## src/rtl/axi4lite_regbank.sv

```systemverilog
// AXI4-lite slave register bank: NUM_REGS 32-bit R/W registers exposed flat,
// with a one-cycle commit pulse per register on every in-range write.
module axi4lite_regbank #(
  parameter int          ADDR_WIDTH  = 32,
  parameter int          NUM_REGS    = 16,
  parameter logic [31:0] RESET_VALUE = 32'h0000_0000
) (
  input  logic                     aclk,
  input  logic                     areset,
  input  logic                     awvalid,
  output logic                     awready,
  input  logic [ADDR_WIDTH-1:0]    awaddr,
  input  logic [2:0]               awprot,
  input  logic                     wvalid,
  output logic                     wready,
  input  logic [31:0]              wdata,
  input  logic [3:0]               wstrb,
  output logic                     bvalid,
  input  logic                     bready,
  output logic [1:0]               bresp,
  input  logic                     arvalid,
  output logic                     arready,
  input  logic [ADDR_WIDTH-1:0]    araddr,
  input  logic [2:0]               arprot,
  output logic                     rvalid,
  input  logic                     rready,
  output logic [31:0]              rdata,
  output logic [1:0]               rresp,
  output logic [NUM_REGS*32-1:0]   reg_o,
  output logic [NUM_REGS-1:0]      reg_wr_o
);

  // Handshake rule: a transfer happens on a rising edge where valid & ready are
  // both high; a source holds valid and its payload stable until that edge.

  localparam int IDX_W = ADDR_WIDTH - 2;
  localparam int SEL_W = (NUM_REGS > 1) ? $clog2(NUM_REGS) : 1;
  localparam logic [1:0] RESP_OKAY   = 2'b00;
  localparam logic [1:0] RESP_SLVERR = 2'b10;

  function automatic logic in_range(input logic [IDX_W-1:0] idx);
    return ((idx >> SEL_W) == '0) &&
           ({1'b0, idx[SEL_W-1:0]} < (SEL_W+1)'(NUM_REGS));
  endfunction

  logic              aw_full_q, aw_full_d;
  logic [IDX_W-1:0]  aw_idx_q, aw_idx_d;
  logic              w_full_q, w_full_d;
  logic [31:0]       wdata_q, wdata_d;
  logic [3:0]        wstrb_q, wstrb_d;
  logic              bvalid_q, bvalid_d;
  logic [1:0]        bresp_q, bresp_d;
  logic              rvalid_q, rvalid_d;
  logic [31:0]       rdata_q, rdata_d;
  logic [1:0]        rresp_q, rresp_d;
  logic [31:0]       regs_q [NUM_REGS];
  logic [31:0]       regs_d [NUM_REGS];
  logic [NUM_REGS-1:0] reg_wr_q, reg_wr_d;

  logic              commit, aw_hs, w_hs, ar_hs, aw_ok, ar_ok;
  logic [SEL_W-1:0]  aw_sel, ar_sel;
  logic [IDX_W-1:0]  ar_idx;
  logic              unused_ok;

  assign unused_ok = ^{awprot, arprot, awaddr[1:0], araddr[1:0]};

  assign awready = ~aw_full_q & ~areset;
  assign wready  = ~w_full_q & ~areset;
  assign arready = ~rvalid_q & ~areset;

  assign aw_hs  = awvalid & awready;
  assign w_hs   = wvalid & wready;
  assign ar_hs  = arvalid & arready;
  assign commit = aw_full_q & w_full_q & (~bvalid_q | bready);

  assign aw_sel = aw_idx_q[SEL_W-1:0];
  assign aw_ok  = in_range(aw_idx_q);
  assign ar_idx = araddr[ADDR_WIDTH-1:2];
  assign ar_sel = ar_idx[SEL_W-1:0];
  assign ar_ok  = in_range(ar_idx);

  always_comb begin
    aw_full_d = aw_full_q;
    aw_idx_d  = aw_idx_q;
    w_full_d  = w_full_q;
    wdata_d   = wdata_q;
    wstrb_d   = wstrb_q;
    bvalid_d  = bvalid_q;
    bresp_d   = bresp_q;
    rvalid_d  = rvalid_q;
    rdata_d   = rdata_q;
    rresp_d   = rresp_q;
    regs_d    = regs_q;
    reg_wr_d  = '0;

    if (aw_hs) begin
      aw_full_d = 1'b1;
      aw_idx_d  = awaddr[ADDR_WIDTH-1:2];
    end
    if (w_hs) begin
      w_full_d = 1'b1;
      wdata_d  = wdata;
      wstrb_d  = wstrb;
    end
    if (bvalid_q && bready) bvalid_d = 1'b0;

    // Commit can only happen while both buffers are full, so it never races
    // a new AW/W acceptance; a B completing on the same edge is replaced.
    if (commit) begin
      aw_full_d = 1'b0;
      w_full_d  = 1'b0;
      bvalid_d  = 1'b1;
      bresp_d   = aw_ok ? RESP_OKAY : RESP_SLVERR;
      if (aw_ok) begin
        for (int b = 0; b < 4; b++) begin
          if (wstrb_q[b]) regs_d[aw_sel][8*b +: 8] = wdata_q[8*b +: 8];
        end
        reg_wr_d[aw_sel] = 1'b1;
      end
    end

    if (rvalid_q && rready) rvalid_d = 1'b0;
    // Reads sample regs_q, so a same-edge write is not yet visible.
    if (ar_hs) begin
      rvalid_d = 1'b1;
      rdata_d  = ar_ok ? regs_q[ar_sel] : 32'h0;
      rresp_d  = ar_ok ? RESP_OKAY : RESP_SLVERR;
    end
  end

  always_ff @(posedge aclk or posedge areset) begin
    if (areset) begin
      aw_full_q <= 1'b0;
      aw_idx_q  <= '0;
      w_full_q  <= 1'b0;
      wdata_q   <= '0;
      wstrb_q   <= '0;
      bvalid_q  <= 1'b0;
      bresp_q   <= '0;
      rvalid_q  <= 1'b0;
      rdata_q   <= '0;
      rresp_q   <= '0;
      reg_wr_q  <= '0;
      for (int i = 0; i < NUM_REGS; i++) regs_q[i] <= RESET_VALUE;
    end else begin
      aw_full_q <= aw_full_d;
      aw_idx_q  <= aw_idx_d;
      w_full_q  <= w_full_d;
      wdata_q   <= wdata_d;
      wstrb_q   <= wstrb_d;
      bvalid_q  <= bvalid_d;
      bresp_q   <= bresp_d;
      rvalid_q  <= rvalid_d;
      rdata_q   <= rdata_d;
      rresp_q   <= rresp_d;
      reg_wr_q  <= reg_wr_d;
      for (int i = 0; i < NUM_REGS; i++) regs_q[i] <= regs_d[i];
    end
  end

  assign bvalid   = bvalid_q;
  assign bresp    = bresp_q;
  assign rvalid   = rvalid_q;
  assign rdata    = rdata_q;
  assign rresp    = rresp_q;
  assign reg_wr_o = reg_wr_q;

  for (genvar k = 0; k < NUM_REGS; k++) begin : g_flat
    assign reg_o[32*k +: 32] = regs_q[k];
  end

endmodule
```

## config.mk

```make
export PLATFORM = sky130hd
export DESIGN_NAME = axi4lite_regbank
export DESIGN_NICKNAME = d
export VERILOG_FILES = /design/src/rtl/axi4lite_regbank.sv
export SDC_FILE = /design/constraint.sdc
export NUM_CORES = 1
export LEC_CHECK = 0
export BUFFER_PORTS_ARGS = -buffer_cell sky130_fd_sc_hd__buf_2
export CAP_MARGIN = 20
export CELL_PAD_IN_SITES_DETAIL_PLACEMENT = 2
export CELL_PAD_IN_SITES_GLOBAL_PLACEMENT = 2
export CORE_MARGIN = 2
export CORE_UTILIZATION = 34
export CTS_CLUSTER_SIZE = 8
export DETAILED_ROUTE_END_ITERATION = 6
export PLACE_DENSITY_LB_ADDON = 0.1
export SLEW_MARGIN = 20
export SYNTH_ARGS = -nofsm -noshare
export SYNTH_HDL_FRONTEND = slang
export SYNTH_SLANG_ARGS = --single-unit
```

## constraint.sdc

```tcl
create_clock -name aclk -period 21.2 [get_ports aclk]
set_input_delay 3.18 -clock aclk [delete_from_list [all_inputs] [get_ports aclk]]
set_output_delay 3.18 -clock aclk [all_outputs]
set_load 0.1 [all_outputs]
```

Word level (Yosys, flattened, before mapping)
Cells that the tools add are included.
{"block": "word_totals", "register_bits": 634, "inputBits": 113, "out_inout_bits": 569, "elab_cells": 99}
{"block": "op_classes", "n_lt_le_gt_ge": 5, "n_mux": 40, "n_bitwise": 16, "n_reduce_logical": 11}
{"cell": "512-bit 2-to-1 mux", "n": 10}
{"cell": "512-bit bitwise mux", "n": 4}
{"cell": "32-bit demux with 4-bit select", "n": 4}
{"cell": "32-bit binary-select mux with 4-bit select", "n": 1}
{"cell": "32-bit 2-to-1 mux", "n": 4}
{"cell": "30-bit zero test", "n": 2}
{"cell": "16-bit 2-to-1 mux", "n": 3}
{"cell": "24-bit 2-to-1 mux", "n": 1}
{"cell": "5-bit >= comparator (second input constant)", "n": 2}
{"cell": "4-bit NOT with 5-bit output", "n": 2}
{"cell": "1-bit 2-to-1 mux", "n": 9}
{"cell": "1-bit AND", "n": 8}
{"cell": "8-bit 2-to-1 mux", "n": 1}
{"cell": "2-bit nonzero test", "n": 4}
{"cell": "4-bit by 5-bit < comparator with 1-bit output (second input constant)", "n": 1}
{"cell": "5-bit by 1-bit < comparator with 1-bit output (second input constant)", "n": 1}
{"cell": "1-bit NOT", "n": 5}
{"cell": "1-bit demux with 4-bit select", "n": 1}
{"cell": "4-bit by 1-bit >= comparator with 1-bit output (second input constant)", "n": 1}
{"cell": "1-bit logical AND", "n": 4}
{"cell": "2-bit 2-to-1 mux", "n": 2}
{"cell": "2-bit AND reduction", "n": 1}
{"cell": "1-bit bitwise OR", "n": 1}

Depth between registers and ports, before layout
Gate-level depths: netlist of the first run.
{"block": "depth", "ltp_word": 19, "depth_mapped": 7, "ltp_nobuf": 5}

Worst setup path after synthesis of the first run
No wires, ideal clock.
{"block": "synth_path", "path_type": "input to output", "start": "in areset", "end": "out arready", "arrival_time_ns": 4.462, "t_required_ns": 18.020, "path_slack_ns": 13.558, "cell_stages": 1, "n_path_buf": 0, "cell_sequence": "nor2_1"}
{"block": "synth_between", "elab_chain_len": 2}
{"element": "start, declared", "line": "9", "source": "input logic areset,"}
{"element": "1-bit NOT", "line": "69", "source": "assign arready = ~rvalid_q & ~areset;"}
{"element": "1-bit AND", "line": "69"}
{"element": "end, declared", "line": "22", "source": "output logic arready,"}
No other way between the ends.

Worst setup path after layout of the first run
Same ends and word-level chain as after synthesis.

==> out/results.tsv, run 1 <==
stage	metric	value	unit
final_layout	Syn-to-layout area delta	24.5	%
detailed_routing	DRT iter0 DRCs	834	
timing	Worst Tran Pin Value	1.07	ns
logic_synthesis	#FFs+latches synth	632	
logic_synthesis	Synth area leaders	dfrtp_1 57%, mux2_2 23%, mux4_2 10%	
global_routing	initial antenna violation count	7	
clock_network	setup bufs post-CTS	0	
floorplanning	Die X	290	um
power	Pleak	18.5	nW
floorplanning	Core Rows	104	
place	routability cong.	0.812	
global_routing	grt ovf	0	
clock_network	worst skew pair latency	0.63	ns
detailed_routing	vias	19000	
place	Buffers on Ports	669	
final_layout	Design Area, Final	0.0347	mm^2
global_routing	first-pass GRT wire length	162000	um
timing	fmax	139	MHz
place	Placed Area	0.0323	mm^2
clock_network	htree depth	3	
clock_network	post-CTS sizing	0	
logic_synthesis	syn_area_per_cell	15.9	um^2
critical_path	crit path launch type	primary input	
logic_synthesis	Yosys top cell area share	56.8	%
floorplanning	chip height	290	um
global_routing	largest net degree at the start of global routing	171	
logic_synthesis	Synth area leader	dfrtp_1	
critical_path	cells along the critical path	buf_2 > nor2_1 > buf_2	
clock_network	clock tree buffer depth	3	
clock_network	Clk Tree Root Cell	clkbuf_16	
clock_network	CTS Hold Bufs	0	
logic_synthesis	Synth warnings	0	
floorplanning	Initial Utilization	34.5	%
detailed_routing	DRT Wirelength	112000	um
critical_path	reg2reg path depth	5	
global_routing	vias in the first global route	21300	
critical_path	Setup crit end kind	output port	
power	VDD IR max	51.5	uV
detailed_routing	post-route antenna net violation count	0	
critical_path	CP max-delay cell	buf_2	
timing	Final min period	7.21	ns
final_layout	Finished Layout Cells	3486	
timing	count of final setup violators	0	
critical_path	most used cell along the critical path	buf_2	
clock_network	clock slew at reported path FFs	0.05	ns
timing	relative slew slack	28.8	%
critical_path	critical path fanouts, max	4	
final_layout	final core utilization	42.9	%
place	DP Worst Slack	13.99	ns
clock_network	clock sinks	632	
floorplanning	io pins	682	
detailed_routing	DRC	0	
run	number of max-cap violations	0	
logic_synthesis	Syn Inst Count	1749	
timing	setup_tns	0	ns
detailed_routing	vias per inst	5.46	
critical_path	Crit Path Category	primary input to output port	
clock_network	CTS buffer count	89	
final_layout	fill count	7879	
power	Power Dens Cells	88.1	mW/mm^2
logic_synthesis	Seq/Total Area, Yosys	56.8	%
logic_synthesis	Post-synth EDFFs	0	
final_layout	Final nets	2527	
timing	setup ws final	13.99	ns
timing	clock skew	0.0237	ns
timing	Slew Limit Fails	0	
place	HPWL Detailed	75300	um
floorplanning	Die Footprint	0.0842	mm^2
logic_synthesis	Netlist cell types	34	
worst_hold_path	Hold Crit Class	flip-flop to flip-flop	
logic_synthesis	Synth async-reset ratio	100	%
worst_hold_path	Hold Crit Depth	1	
critical_path	Worst EP required	18.02	ns
final_layout	register area	0.0158	mm^2
logic_synthesis	cell area after synthesis	0.0279	mm^2
detailed_routing	WL/cell	32.1	um
timing	final hold violations	0	
detailed_routing	Initial DRT Pass Iterations	5	
clock_network	CTS tree	yes	
timing	RSZ-0062 raised after global routing	no	
place	cell count after placement	3383	
logic_synthesis	ys flop type	dfrtp_1	
run_status	status	finished clean	
final_layout	footprint of the multi-input gates	0.0116	mm^2
floorplanning	core area	0.0808	mm^2
global_routing	GRT Util Overall	26.4	%
critical_path	crit-path max cell delay	0.48	ns
final_layout	layout cells sized above 1	64.1	%
timing	period utilization	34.0	%
critical_path	critical path arrival	4.03	ns
-- stage by stage --
| stage | total power, mW | hold WS (ns) |
|---|---|---|
| after floorplan | 1.65 | 0.481 |
| after global placement | 1.77 | 0.484 |
| after detailed placement | 1.79 | 0.491 |
| after CTS | 3.10 | 0.508 |
| after global routing | 3.18 | 0.526 |
| final | 3.06 | 0.501 |
-- cell families after synthesis --
logic type      Yosys count  share of synthesized area, %
mux                     706                          33.7
other cells               1                        0.0135
simple gates            189                          4.90
compound gates           99                          2.78
buf+inv                 122                          1.82
flops                   632                          56.8
-- worst max-delay path, delay by kind of cell --
kind / cells / cell delay, ns
and+or+nand+nor: 1 / 0.20
buffers and inverters: 2 / 0.65
-- path summary, 6_finish.rpt --
kind | start | end | slack (ns)
worst max register to register | aw_idx_q[8]$_DFFE_PP0P_ | reg_o[213]$_DFFE_PP0P_ | 17.80
min in group asynchronous | areset | reg_o[455]$_DFFE_PP0P_ | 2.76
worst min-delay path | rdata[0]$_DFFE_PP0P_ | rdata[0]$_DFFE_PP0P_ | 0.50
worst max-delay path | areset | arready | 13.99
worst min register to register | rdata[0]$_DFFE_PP0P_ | rdata[0]$_DFFE_PP0P_ | 0.50
max in group asynchronous | areset | reg_o[476]$_DFFE_PP0P_ | 16.19
-- cell usage in the layout, fill, tap and decap left out, drive strengths merged --
cell    netlist  layout
buf          33     691
dfrtp       632     632
mux2        577     577
mux4        128     128
clkbuf       85      94
a22oi        62      62
nand2        57      57
nand3        33      33
a22o         32      32
nor2         23      23
nor3         23      23
nand4        19      19
nor4         15      15
and2          8       8
inv           4       6
nor2b         6       6
diode         0       3
nand2b        3       3
clkinv        0       3
a21oi         2       2
o21ai         2       2
conb          1       2
or4           2       2
mux2i         1       1
a211oi        1       1
bufinv        0       1
-- power by group --
part	internal (mW)	leakage [nW]	switching (mW)	total, mW
clock network	0.763	1.17	0.524	1.29
registers	1.27	8.67	0.230	1.50
logic	0.101	8.62	0.165	0.265
-- cell usage after synthesis, drive strengths merged (3+ instances only) --
library cell	count
a22o	32
a22oi	62
and2	8
buf	33
clkbuf	85
dfrtp	632
inv	4
mux2	577
mux4	128
nand2	57
nand2b	3
nand3	33
nand4	19
nor2	23
nor2b	6
nor3	23
nor4	15
-- sequential cells by signal (all words and copies together) (netlist names) --
name and cells:
rresp 1, aw_idx_q 30, w_full_q 1, aw_full_q 1
bvalid 1, bresp 1, wstrb_q 4, reg_o 512
rdata 32, reg_wr_o 16, rvalid 1, wdata_q 32
-- final cells by class --
| type | count | share of cell area [%] |
|---|---|---|
| clock inverter | 6 | 0.310 |
| sequential | 632 | 45.6 |
| inverter | 4 | 0.0649 |
| clock buffer | 94 | 6.56 |
| tap | 1060 | 3.82 |
| multi-input combinational | 996 | 33.4 |
| antenna | 3 | 0.0216 |
| timing repair buffer | 691 | 10.2 |
-- layer usage --
layer / vias to the layer above / track usage, % / routed length (um)
met3: 149 / 6.38 / 6720
li1: 7914 / - / -
met1: 10400 / 32.0 / 44400
met2: 582 / 46.4 / 57600
met5: - / 0 / 24
met4: 4 / 7.69 / 3150
No activity file was read; power rests on OpenSTA's default activity.
==> run 2: changes to the inputs <==
clock period = 6.04 ns   (was 21.2 ns; I/O delays follow)
==> run 2 against run 1 <==
Critical path depth rose by 2. Clock-buffer cell count down 5. Combinational power increased to 3.5 times the previous value. Global-route usage up 0.16 points. Flip-flop and latch count unchanged. Non-clock buffer count unchanged. First-iteration DRC count is 6.4% lower. Clock skew rose by 0.0019 ns. Sequential share of layout area is essentially flat. Die area did not move. Routed wire length hardly changed. Critical path type is now flip-flop to flip-flop. Highest routed layer unchanged.
==> out/results.tsv, run 2 (same netlist as run 1, synthesis figures left out) <==
stage	metric	value	unit	change
clock_network	clock tree buffer depth	3		unchanged
detailed_routing	Initial DRT Pass Iterations	5		unchanged
timing	Fin Hold WS	0.392	ns	-0.108 ns
detailed_routing	DRT iter0 DRCs	781		-6.4%
detailed_routing	DRC	0		unchanged
timing	relative slew slack	30.2	%	+1.5 points
place	DP Worst Slack	2.39	ns	-11.59 ns
final_layout	layout cells sized above 1	64.0	%	about the same
global_routing	first-pass GRT wire length	162000	um	+0.56%
final_layout	Design Area, Final	0.0347	mm^2	about the same
critical_path	Worst EP required	6.54	ns	-11.48 ns
final_layout	commonest non-fill, non-tap cell in the layout	buf_2		
clock_network	post-CTS sizing	0		unchanged
critical_path	critical path fanouts, max	20		+16
timing	setup ws final	2.68	ns	-11.31 ns
critical_path	RR Endpoint	reg_o[326]$_DFFE_PP0P_		
clock_network	htree depth	3		unchanged
floorplanning	core area	0.0808	mm^2	unchanged
final_layout	Syn-to-layout area delta	24.5	%	about the same
clock_network	setup bufs post-CTS	0		unchanged
timing	fmax	298	MHz	
clock_network	CTS Hold Bufs	0		unchanged
global_routing	largest net degree at the start of global routing	169		-1.2%
floorplanning	io pins	682		unchanged
clock_network	Clk Tree Root Cell	clkbuf_16		
global_routing	grt ovf	0		unchanged
critical_path	crit path launch type	flip-flop		
floorplanning	Die X	290	um	unchanged
worst_hold_path	Hold Crit Class	primary input to asynchronous set/reset pin		
final_layout	commonest cells after routing, fill and taps aside	667 x buf_2, 631 x dfrtp_1, 577 x mux2_2		
critical_path	critical path arrival	3.86	ns	-0.17 ns
detailed_routing	vias	19000		-0.25%
timing	Slew Limit Fails	0		unchanged
floorplanning	Die Footprint	0.0842	mm^2	unchanged
power	VDD IR max	280	uV	+440%
detailed_routing	vias per inst	5.45		-0.11%
clock_network	CTS tree	yes		
floorplanning	Initial Utilization	34.5	%	unchanged
detailed_routing	WL/cell	32.1	um	+0.15%
place	Placed Area	0.0324	mm^2	+0.22%
final_layout	final core utilization	42.9	%	about the same
floorplanning	chip height	290	um	unchanged
global_routing	vias in the first global route	21300		-0.033%
timing	final hold violations	0		unchanged
timing	Final min period	3.36	ns	
timing	setup_tns	0	ns	unchanged
detailed_routing	post-route antenna net violation count	0		unchanged
global_routing	GRT Util Overall	26.5	%	+0.16 points
power	Pleak	18.4	nW	-0.14%
critical_path	Crit Path Category	flip-flop to flip-flop		
place	Buffers on Ports	669		unchanged
power	Power Dens Cells	306	mW/mm^2	+250%
timing	RSZ-0062 raised after global routing	no		
timing	clock skew	0.0256	ns	+0.00195 ns
global_routing	initial antenna violation count	9		+2
run_status	status	finished clean		
place	routability cong.	0.779		-4.1%
critical_path	reg2reg setup slack	2.68	ns	-15.12 ns
clock_network	clock sinks	632		unchanged
clock_network	CTS buffer count	88		-1.1%
place	HPWL Detailed	75100	um	-0.16%
floorplanning	Core Rows	104		unchanged
timing	period utilization	55.6	%	
critical_path	Setup crit end kind	flip-flop		
final_layout	max reg flops	512		unchanged
clock_network	clock slew at reported path FFs	0.05	ns	about the same
final_layout	Final nets	2526		-0.040%
run	number of max-cap violations	0		unchanged
timing	count of final setup violators	0		unchanged
critical_path	reg2reg path depth	5		unchanged
detailed_routing	DRT Wirelength	112000	um	about the same
timing	Worst Tran Pin Value	1.05	ns	-0.0231 ns
clock_network	worst skew pair latency	0.63	ns	about the same
critical_path	Setup crit end	reg_o[326]$_DFFE_PP0P_		
critical_path	Crit. Startpoint	aw_idx_q[8]$_DFFE_PP0P_		
critical_path	r2r startpoint	aw_idx_q[8]$_DFFE_PP0P_		
[run 2: changes by cell type in the layout (fill, tap and decap cells not counted), sizes merged]
cell,change
bufinv,-1
clkbuf,-5
clkinvlp,+1
diode,+1
inv,-1
[run 2: worst min-delay path by stage]
stage | startpoint | cells past startpoint | end | slack (ns)
after global routing | areset | 2 | reg_wr_o[13]$_DFF_PP0_ | 0.40
after CTS | areset | 2 | reg_wr_o[13]$_DFF_PP0_ | 0.37
final | areset | 2 | reg_wr_o[15]$_DFF_PP0_ | 0.39
after detailed placement | rdata[18]$_DFFE_PP0P_ | 1 | rdata[18]$_DFFE_PP0P_ | 0.50
after floorplan | aw_idx_q[27]$_DFFE_PP0P_ | 1 | aw_idx_q[27]$_DFFE_PP0P_ | 0.48
after global placement | rdata[4]$_DFFE_PP0P_ | 1 | rdata[4]$_DFFE_PP0P_ | 0.48
[run 2: report_power, final]
| part | internal, mW | switching [mW] | leakage (nW) |
|---|---|---|---|
| clock | 2.57 | 1.84 | 1.13 |
| sequential | 4.47 | 0.786 | 8.67 |
| combinational | 0.357 | 0.580 | 8.63 |
| total | 7.39 | 3.20 | 18.4 |
[run 2: metal layers]
layer | vias to the layer above | global-route usage (%) | part of all wire [%]
li1 | 7896 | - | -
met1 | 10300 | 31.7 | 39
met2 | 570 | 46.2 | 51
met3 | 184 | 6.90 | 6.2
met4 | 6 | 9.16 | 3.6
met5 | - | 0 | 0.035
[run 2: final cells by class]
| class | count | area [um^2] |
|---|---|---|
| fillers | 7887 | 46100 |
| well taps | 1060 | 1330 |
| multi-input cells | 996 | 11600 |
| clock inverters | 5 | 91.3 |
| flip-flops and latches | 632 | 15800 |
| diodes | 4 | 10.0 |
| clock buffers | 89 | 2210 |
| repair buffers | 691 | 3620 |
| inverters | 4 | 18.8 |
[run 2: worst max-delay path, cell delays in order (launching register included)]
cell and delay, ns:
dfrtp_1 0.37, nor4_1 0.37, nand4_1 0.41, or4_4 0.83, nor3_4 0.82, mux2_2 0.42
[run 2: stage by stage]
stage	cells	power [mW]
final	3481	10.6
after global routing	3478	11.1
after CTS	3477	10.7
after detailed placement	3383	6.28
after global placement	3382	6.21
after floorplan	1750	5.81
